[config.mk]
export PLATFORM = sky130hd
export DESIGN_NAME = pong_ball_engine
export DESIGN_NICKNAME = d
export VERILOG_FILES = /design/src/rtl/pong_ball_engine.sv
export SDC_FILE = /design/constraint.sdc
export NUM_CORES = 1
export LEC_CHECK = 0
export ABC_AREA = 1
export CAP_MARGIN = 20
export CORE_AREA = 8 8 122 124
export CTS_BUF_LIST = sky130_fd_sc_hd__clkbuf_16
export CTS_CLUSTER_SIZE = 24
export DETAILED_ROUTE_END_ITERATION = 8
export DIE_AREA = 0 0 130 132
export PLACE_DENSITY = 0.77
export SYNTH_ARGS = -nofsm -noshare
export SYNTH_HDL_FRONTEND = slang
export SYNTH_SLANG_ARGS = --single-unit
[constraint.sdc]
create_clock -name clk -period 4.35 [get_ports clk]
set_input_delay 0.435 -clock clk [delete_from_list [all_inputs] [get_ports clk]]
set_output_delay 0.435 -clock clk [all_outputs]
set_load 0.005 [all_outputs]
[src/rtl/pong_ball_engine.sv]
`default_nettype none
// ============================================================================
//  Module   : pong_ball_engine
//  Brief    : Per-frame ball motion, wall/paddle bounces, miss scoring,
//             serve/miss state machine and registered per-pixel ball mask.
//  Revision : 1.0 - initial release
// ============================================================================
module pong_ball_engine #(
    parameter int H_ACTIVE    = 640,
    parameter int V_ACTIVE    = 480,
    parameter int BALL_SIZE   = 20,
    parameter int SPEED_X     = 11,
    parameter int SPEED_Y     = 11,
    parameter int MAX_SPEED   = 15,
    parameter int PADDLE_X    = 16,
    parameter int PADDLE_W    = 8,
    parameter int PADDLE_H    = 64,
    parameter int MISS_FRAMES = 60
) (
    input  logic        clk,
    input  logic        rst_n,
    input  logic        frame_tick,
    input  logic [11:0] hcount,
    input  logic [10:0] vcount,
    input  logic [10:0] paddle_l_y,
    input  logic [10:0] paddle_r_y,
    input  logic        serve,
    output logic        draw_ball,
    output logic [11:0] ball_x,
    output logic [10:0] ball_y,
    output logic        score_l,
    output logic        score_r,
    output logic        playing
);

    localparam logic [1:0] c_st_idle = 2'd0;
    localparam logic [1:0] c_st_play = 2'd1;
    localparam logic [1:0] c_st_miss = 2'd2;

    localparam int c_cnt_w = (MISS_FRAMES > 1) ? $clog2(MISS_FRAMES) : 1;
    localparam logic [c_cnt_w-1:0] c_cnt_last = c_cnt_w'(MISS_FRAMES - 1);

    localparam logic [11:0]        c_home_x      = 12'((H_ACTIVE - BALL_SIZE) / 2);
    localparam logic [10:0]        c_home_y      = 11'((V_ACTIVE - BALL_SIZE) / 2);
    localparam logic signed [12:0] c_ball        = 13'(BALL_SIZE);
    localparam logic signed [12:0] c_speed_y     = 13'(SPEED_Y);
    localparam logic signed [12:0] c_y_max       = 13'(V_ACTIVE - BALL_SIZE);
    localparam logic signed [12:0] c_x_max       = 13'(H_ACTIVE - BALL_SIZE);
    localparam logic signed [12:0] c_rf          = 13'(H_ACTIVE - PADDLE_X - PADDLE_W);
    localparam logic signed [12:0] c_lf          = 13'(PADDLE_X + PADDLE_W);
    localparam logic signed [12:0] c_paddle_h    = 13'(PADDLE_H);
    localparam logic [7:0]         c_serve_speed = 8'(SPEED_X);
    localparam logic [7:0]         c_max_speed   = 8'(MAX_SPEED);

    logic [1:0]         r_state;
    logic [1:0]         w_next_state;
    logic [11:0]        r_ball_x;
    logic [10:0]        r_ball_y;
    logic               r_dx_right;
    logic               r_dy_down;
    logic               r_serve_right;
    logic [7:0]         r_speed_x;
    logic [c_cnt_w-1:0] r_miss_cnt;
    logic               r_score_l;
    logic               r_score_r;
    logic               r_draw;

    logic signed [12:0] w_x_ext;
    logic signed [12:0] w_y_ext;
    logic signed [12:0] w_spd;
    logic signed [12:0] w_nx;
    logic signed [12:0] w_ny;
    logic signed [12:0] w_pl_top;
    logic signed [12:0] w_pr_top;
    logic               w_ov_l;
    logic               w_ov_r;
    logic               w_hit_l;
    logic               w_hit_r;
    logic               w_miss_l;
    logic               w_miss_r;
    logic [10:0]        w_y_new;
    logic               w_dy_new;
    logic [7:0]         w_speed_up;
    logic               w_play_tick;
    logic               w_miss_done;
    logic               w_playing;
    logic               w_in_h;
    logic               w_in_v;

    // Candidate position, evaluated as signed so it can go negative or past the edge
    assign w_x_ext  = {1'b0, r_ball_x};
    assign w_y_ext  = {2'b00, r_ball_y};
    assign w_spd    = {5'b00000, r_speed_x};
    assign w_nx     = r_dx_right ? (w_x_ext + w_spd) : (w_x_ext - w_spd);
    assign w_ny     = r_dy_down ? (w_y_ext + c_speed_y) : (w_y_ext - c_speed_y);
    assign w_pl_top = {2'b00, paddle_l_y};
    assign w_pr_top = {2'b00, paddle_r_y};

    assign w_ov_l  = (w_ny + c_ball > w_pl_top) && (w_ny < w_pl_top + c_paddle_h);
    assign w_ov_r  = (w_ny + c_ball > w_pr_top) && (w_ny < w_pr_top + c_paddle_h);
    assign w_hit_r = r_dx_right && (w_nx + c_ball >= c_rf) && (w_x_ext + c_ball <= c_rf) && w_ov_r;
    assign w_hit_l = !r_dx_right && (w_nx <= c_lf) && (w_x_ext >= c_lf) && w_ov_l;

    assign w_miss_l = !(w_hit_l || w_hit_r) && (w_nx > c_x_max);
    assign w_miss_r = !(w_hit_l || w_hit_r) && (w_nx < 13'sd0);

    assign w_speed_up  = (r_speed_x >= c_max_speed) ? c_max_speed : (r_speed_x + 8'd1);
    assign w_play_tick = frame_tick && (r_state == c_st_play);
    assign w_miss_done = frame_tick && (r_state == c_st_miss) && (r_miss_cnt == c_cnt_last);

    always_comb begin
        w_y_new  = w_ny[10:0];
        w_dy_new = r_dy_down;
        if (w_ny >= c_y_max) begin
            w_y_new  = c_y_max[10:0];
            w_dy_new = 1'b0;
        end else if (w_ny <= 13'sd0) begin
            w_y_new  = 11'd0;
            w_dy_new = 1'b1;
        end
    end

    always_ff @(posedge clk or negedge rst_n) begin
        if (!rst_n) begin
            r_state <= c_st_idle;
        end else begin
            r_state <= w_next_state;
        end
    end

    always_comb begin
        w_next_state = r_state;
        case (r_state)
            c_st_idle: if (serve) w_next_state = c_st_play;
            c_st_play: if (w_play_tick && (w_miss_l || w_miss_r)) w_next_state = c_st_miss;
            c_st_miss: if (w_miss_done) w_next_state = c_st_idle;
            default:   w_next_state = c_st_idle;
        endcase
    end

    always_comb begin
        w_playing = (r_state == c_st_play);
    end

    always_ff @(posedge clk or negedge rst_n) begin
        if (!rst_n) begin
            r_ball_x      <= c_home_x;
            r_ball_y      <= c_home_y;
            r_dx_right    <= 1'b1;
            r_dy_down     <= 1'b1;
            r_serve_right <= 1'b1;
            r_speed_x     <= c_serve_speed;
            r_miss_cnt    <= '0;
            r_score_l     <= 1'b0;
            r_score_r     <= 1'b0;
        end else begin
            r_score_l <= 1'b0;
            r_score_r <= 1'b0;
            case (r_state)
                c_st_idle: begin
                    if (serve) begin
                        r_speed_x  <= c_serve_speed;
                        r_dx_right <= r_serve_right;
                    end
                end
                c_st_play: begin
                    if (frame_tick) begin
                        if (w_miss_l || w_miss_r) begin
                            // Next serve heads toward whoever just conceded
                            r_score_l     <= w_miss_l;
                            r_score_r     <= w_miss_r;
                            r_serve_right <= w_miss_l;
                            r_miss_cnt    <= '0;
                        end else begin
                            r_ball_y  <= w_y_new;
                            r_dy_down <= w_dy_new;
                            if (w_hit_r) begin
                                r_ball_x   <= 12'(c_rf - c_ball);
                                r_dx_right <= 1'b0;
                                r_speed_x  <= w_speed_up;
                            end else if (w_hit_l) begin
                                r_ball_x   <= c_lf[11:0];
                                r_dx_right <= 1'b1;
                                r_speed_x  <= w_speed_up;
                            end else begin
                                r_ball_x <= w_nx[11:0];
                            end
                        end
                    end
                end
                c_st_miss: begin
                    if (w_miss_done) begin
                        r_miss_cnt <= '0;
                        r_ball_x   <= c_home_x;
                        r_ball_y   <= c_home_y;
                    end else if (frame_tick) begin
                        r_miss_cnt <= r_miss_cnt + 1'b1;
                    end
                end
                default: begin
                    r_miss_cnt <= '0;
                end
            endcase
        end
    end

    assign w_in_h = ({1'b0, hcount} >= {1'b0, r_ball_x}) &&
                    ({1'b0, hcount} <= ({1'b0, r_ball_x} + 13'(BALL_SIZE)));
    assign w_in_v = ({1'b0, vcount} >= {1'b0, r_ball_y}) &&
                    ({1'b0, vcount} <= ({1'b0, r_ball_y} + 12'(BALL_SIZE)));

    // Mask follows the state being entered so it is already dark on the first MISS cycle
    always_ff @(posedge clk or negedge rst_n) begin
        if (!rst_n) begin
            r_draw <= 1'b0;
        end else begin
            r_draw <= (w_next_state != c_st_miss) && w_in_h && w_in_v;
        end
    end

    assign draw_ball = r_draw;
    assign ball_x    = r_ball_x;
    assign ball_y    = r_ball_y;
    assign score_l   = r_score_l;
    assign score_r   = r_score_r;
    assign playing   = w_playing;

endmodule
`default_nettype wire

==> run_summary.xml <==
<?xml version="1.0" encoding="UTF-8"?>
<metrics>
  <group name="run_status">
    <metric name="run_status" unit="">complete, no violations</metric>
  </group>
  <group name="sta">
    <metric name="min_clock_period_post_route" unit="ps">4010</metric>
    <metric name="worst_rel_slew_slack" unit="">0.360</metric>
    <metric name="rsz_0062_raised_after_global_routing" unit="">true</metric>
    <metric name="final_hold_viol_count" unit="">0</metric>
    <metric name="fmax" unit="GHz">0.249</metric>
    <metric name="worstMarginPinSlew" unit="ps">960</metric>
    <metric name="final_worst_path_cycle_share" unit="">0.921</metric>
    <metric name="whs" unit="ps">289</metric>
    <metric name="fin_ws" unit="ps">342</metric>
    <metric name="setup_total_negative_slack" unit="ps">0</metric>
    <metric name="finalMaxSlewViolations" unit="">0</metric>
    <metric name="worst_clock_skew" unit="ps">9.53</metric>
    <metric name="finalSetupViolCount" unit="">0</metric>
  </group>
  <group name="yosys">
    <metric name="yosysSeqAreaShare" unit="">0.166</metric>
    <metric name="yosysWarnings" unit="">0</metric>
    <metric name="synth_flop_cell" unit="">sky130_fd_sc_hd__dfrtp_1</metric>
    <metric name="postSynthNetCount" unit="">1222</metric>
    <metric name="synthCells" unit="">1058</metric>
    <metric name="synth.cell_area" unit="um^2">6920</metric>
    <metric name="cell_variety_after_synth" unit="">55</metric>
    <metric name="ys_async_sr_fraction" unit="">1.00</metric>
    <metric name="edff_count_synth" unit="">0</metric>
    <metric name="synth_area_per_cell" unit="um^2">6.54</metric>
    <metric name="synth.ff_latch_count" unit="">45</metric>
  </group>
  <group name="critical_path">
    <metric name="cp_common_cell" unit="">sky130_fd_sc_hd__nand2_1</metric>
    <metric name="cp_num_buf_inv" unit="">6</metric>
    <metric name="cpMaxStageDelayCell" unit="">sky130_fd_sc_hd__dfstp_2</metric>
    <metric name="timing.critical_path.fanout_max" unit="">9</metric>
    <metric name="timing.critical_path.arrival" unit="ps">4190</metric>
    <metric name="startpoint_type" unit="">register</metric>
    <metric name="worst_path_dominant_cell_family" unit="">simple AND/OR/NAND/NOR gates</metric>
    <metric name="critPathKind" unit="">register to register</metric>
    <metric name="cpPeakStageDelay" unit="ps">610</metric>
    <metric name="endpoint_kind" unit="">register</metric>
    <metric name="worst-endpoint-required" unit="ps">4540</metric>
  </group>
  <group name="clock_network">
    <metric name="hold_buffer_count_at_cts" unit="">0</metric>
    <metric name="clk_transition_reported_paths" unit="ps">70</metric>
    <metric name="cts.root.buffer_cell" unit="">sky130_fd_sc_hd__clkbuf_16</metric>
    <metric name="clock_latency_on_the_worst_skew_pair" unit="ps">290</metric>
    <metric name="tritoncts" unit="">built</metric>
    <metric name="cts_max_level" unit="">2</metric>
    <metric name="tritoncts.num_buffers" unit="">5</metric>
    <metric name="ctsLongestPathBuffers" unit="">2</metric>
    <metric name="clock_sink_count" unit="">45</metric>
  </group>
  <group name="floorplanning">
    <metric name="ioPinCount" unit="">76</metric>
    <metric name="std_cell_rows" unit="">42</metric>
    <metric name="fp.dieH" unit="um">132</metric>
    <metric name="floorplan.core_area" unit="um^2">13000</metric>
    <metric name="fp.dieW" unit="um">130</metric>
    <metric name="design.die.area" unit="um^2">17200</metric>
    <metric name="starting_utilization_of_the_core_area" unit="">0.533</metric>
  </group>
  <group name="route">
    <metric name="drt-total-wl" unit="mm">19.2</metric>
    <metric name="firstDrtPassIters" unit="">7</metric>
    <metric name="drt-initial-drc-count" unit="">500</metric>
    <metric name="antenna_violating_nets_remaining" unit="">0</metric>
    <metric name="route.vias.total" unit="">7170</metric>
    <metric name="residual_drc_count" unit="">0</metric>
    <metric name="routed_wire_length_per_instance" unit="um">14.5</metric>
    <metric name="via_per_inst" unit="">5.44</metric>
  </group>
  <group name="layout">
    <metric name="num-nets-final" unit="">1306</metric>
    <metric name="nFillCells" unit="">1195</metric>
    <metric name="area_growth" unit="%">17.6</metric>
    <metric name="storage_element_area" unit="um^2">1150</metric>
    <metric name="multiInputGateArea" unit="um^2">5090</metric>
    <metric name="drive_above_1_share" unit="">0.106</metric>
    <metric name="insertedDiodeCount" unit="">0</metric>
  </group>
  <group name="grt">
    <metric name="antenna_violations_before_repair" unit="">0</metric>
    <metric name="grt_remaining_overflow" unit="">0</metric>
    <metric name="global_route_wire_length_before_repair" unit="mm">31.9</metric>
    <metric name="grt_pass1_vias" unit="">6744</metric>
    <metric name="grt_util_all_layers" unit="">0.223</metric>
    <metric name="grt_max_degree" unit="">46</metric>
  </group>
  <group name="place">
    <metric name="place_hpwl" unit="mm">15.8</metric>
    <metric name="globalplace.congestion" unit="">0.949</metric>
    <metric name="numPortBuffers" unit="">75</metric>
    <metric name="detailedPlace.worstSlack" unit="ps">178</metric>
  </group>
  <group name="hold_path">
    <metric name="timing.hold.worst.class" unit="">input pin to asynchronous set/reset pin</metric>
  </group>
  <group name="flow_run">
    <metric name="maximum_capacitance_violations" unit="">0</metric>
  </group>
</metrics>
## kinds of logic (layout without fill, tap and decap cells)
kind of cell / after synthesis / after routing / share of synthesized area
AOI/OAI and AO/OA: 135 / 135 / 0.112
xor gates and xnor gates: 37 / 37 / 0.0479
adders and majority gates: 115 / 115 / 0.209
buffers and inverters: 181 / 266 / 0.106
DFF: 45 / 45 / 0.166
and+or+nand+nor: 545 / 545 / 0.359
## cells in the final DEF, fill, tap and decap left out, types with 3 or more instances in the layout
cell	n
sky130_fd_sc_hd__nor3_1	15
sky130_fd_sc_hd__nand2_4	5
sky130_fd_sc_hd__or2_2	5
sky130_fd_sc_hd__clkbuf_16	5
sky130_fd_sc_hd__xnor2_1	5
sky130_fd_sc_hd__o211ai_1	5
sky130_fd_sc_hd__nand4_1	20
sky130_fd_sc_hd__o21ai_1	10
sky130_fd_sc_hd__dfstp_2	16
sky130_fd_sc_hd__ha_1	113
sky130_fd_sc_hd__o21ai_0	34
sky130_fd_sc_hd__nand3_2	13
sky130_fd_sc_hd__nor3_2	3
sky130_fd_sc_hd__nand2_2	14
sky130_fd_sc_hd__xor2_1	31
sky130_fd_sc_hd__nand2_1	291
sky130_fd_sc_hd__nor2_2	4
sky130_fd_sc_hd__nand3_1	81
sky130_fd_sc_hd__buf_4	17
sky130_fd_sc_hd__clkdlybuf4s50_1	74
sky130_fd_sc_hd__inv_2	13
sky130_fd_sc_hd__dfrtp_1	29
sky130_fd_sc_hd__a21oi_1	62
sky130_fd_sc_hd__nor2_4	6
sky130_fd_sc_hd__o221ai_1	5
sky130_fd_sc_hd__nor2_1	74
sky130_fd_sc_hd__inv_1	149
## synth_stat cells, types with 5 or more instances
master                     count  area [um^2]
sky130_fd_sc_hd__nor2_4        5         56.3
sky130_fd_sc_hd__nor3_1       16         80.1
sky130_fd_sc_hd__a21oi_1      63          315
sky130_fd_sc_hd__or2_2         5         31.3
sky130_fd_sc_hd__dfstp_2      16          420
sky130_fd_sc_hd__inv_2        13         48.8
sky130_fd_sc_hd__o221ai_1      5         43.8
sky130_fd_sc_hd__nand2_2      14         87.6
sky130_fd_sc_hd__nand2_1     293         1100
sky130_fd_sc_hd__xor2_1       31          272
sky130_fd_sc_hd__inv_1       149          559
sky130_fd_sc_hd__nand4_1      20          125
sky130_fd_sc_hd__nor2_1       75          282
sky130_fd_sc_hd__xnor2_1       5         43.8
sky130_fd_sc_hd__buf_2         6         30.0
sky130_fd_sc_hd__ha_1        114         1430
sky130_fd_sc_hd__nand3_2      13          130
sky130_fd_sc_hd__nand3_1      81          405
sky130_fd_sc_hd__o21ai_1       8         40.0
sky130_fd_sc_hd__o211ai_1      5         37.5
sky130_fd_sc_hd__o21ai_0      36          180
sky130_fd_sc_hd__dfrtp_1      29          726
## final cells by class
class / count / area share
repair buffers: 93 / 0.109
multi-input cells: 832 / 0.625
clock inverters: 3 / 0.00615
well taps: 176 / 0.0270
flip-flops and latches: 45 / 0.141
inverters: 165 / 0.0765
clock buffers: 5 / 0.0154
## metal layers
layer | track usage | part of all wire | vias to the layer above
li1 | - | - | 3638
met1 | 0.295 | 0.45 | 3256
met2 | 0.374 | 0.47 | 242
met3 | 0.0218 | 0.061 | 34
met4 | 0.0626 | 0.023 | 0
met5 | 0 | 0 | -
## per-stage QoR
| stage | util | area (um^2) | cells |
|---|---|---|---|
| floorplan | - | 6920 | 1058 |
| global placement | 0.604 | 7840 | 1302 |
| detailed placement | 0.604 | 7840 | 1302 |
| CTS | 0.618 | 8020 | 1310 |
| global route | 0.627 | 8140 | 1319 |
| finish | 0.627 | 8140 | 1319 |
## flip-flops by register name (all words and copies together), names as in the netlist, 2 cells and up
signal	cells
ball_x	12
ball_y	11
r_speed_x	8
r_miss_cnt	6
r_state	2
## repair_timing
item	CTS	global route
buffers inserted	0	9
endpoints found under the setup margin	0	45
resized for setup	0	15
## final timing paths
check	startpoint	slack, ps	cells past startpoint	endpoint
setup / recovery	ball_y[1]	340	28	ball_y[4]
hold / removal	rst_n	290	1	r_speed_x[7]
setup reg to reg	ball_y[1]	340	28	ball_y[4]
hold reg to reg	r_serve_right	510	2	r_serve_right
max in group asynchronous	rst_n	3450	1	ball_x[11]
min in group clk	r_serve_right	510	2	r_serve_right
Power is not shown: default switching activity piles up to over one toggle a cycle in this logic, so the estimate is an artifact.
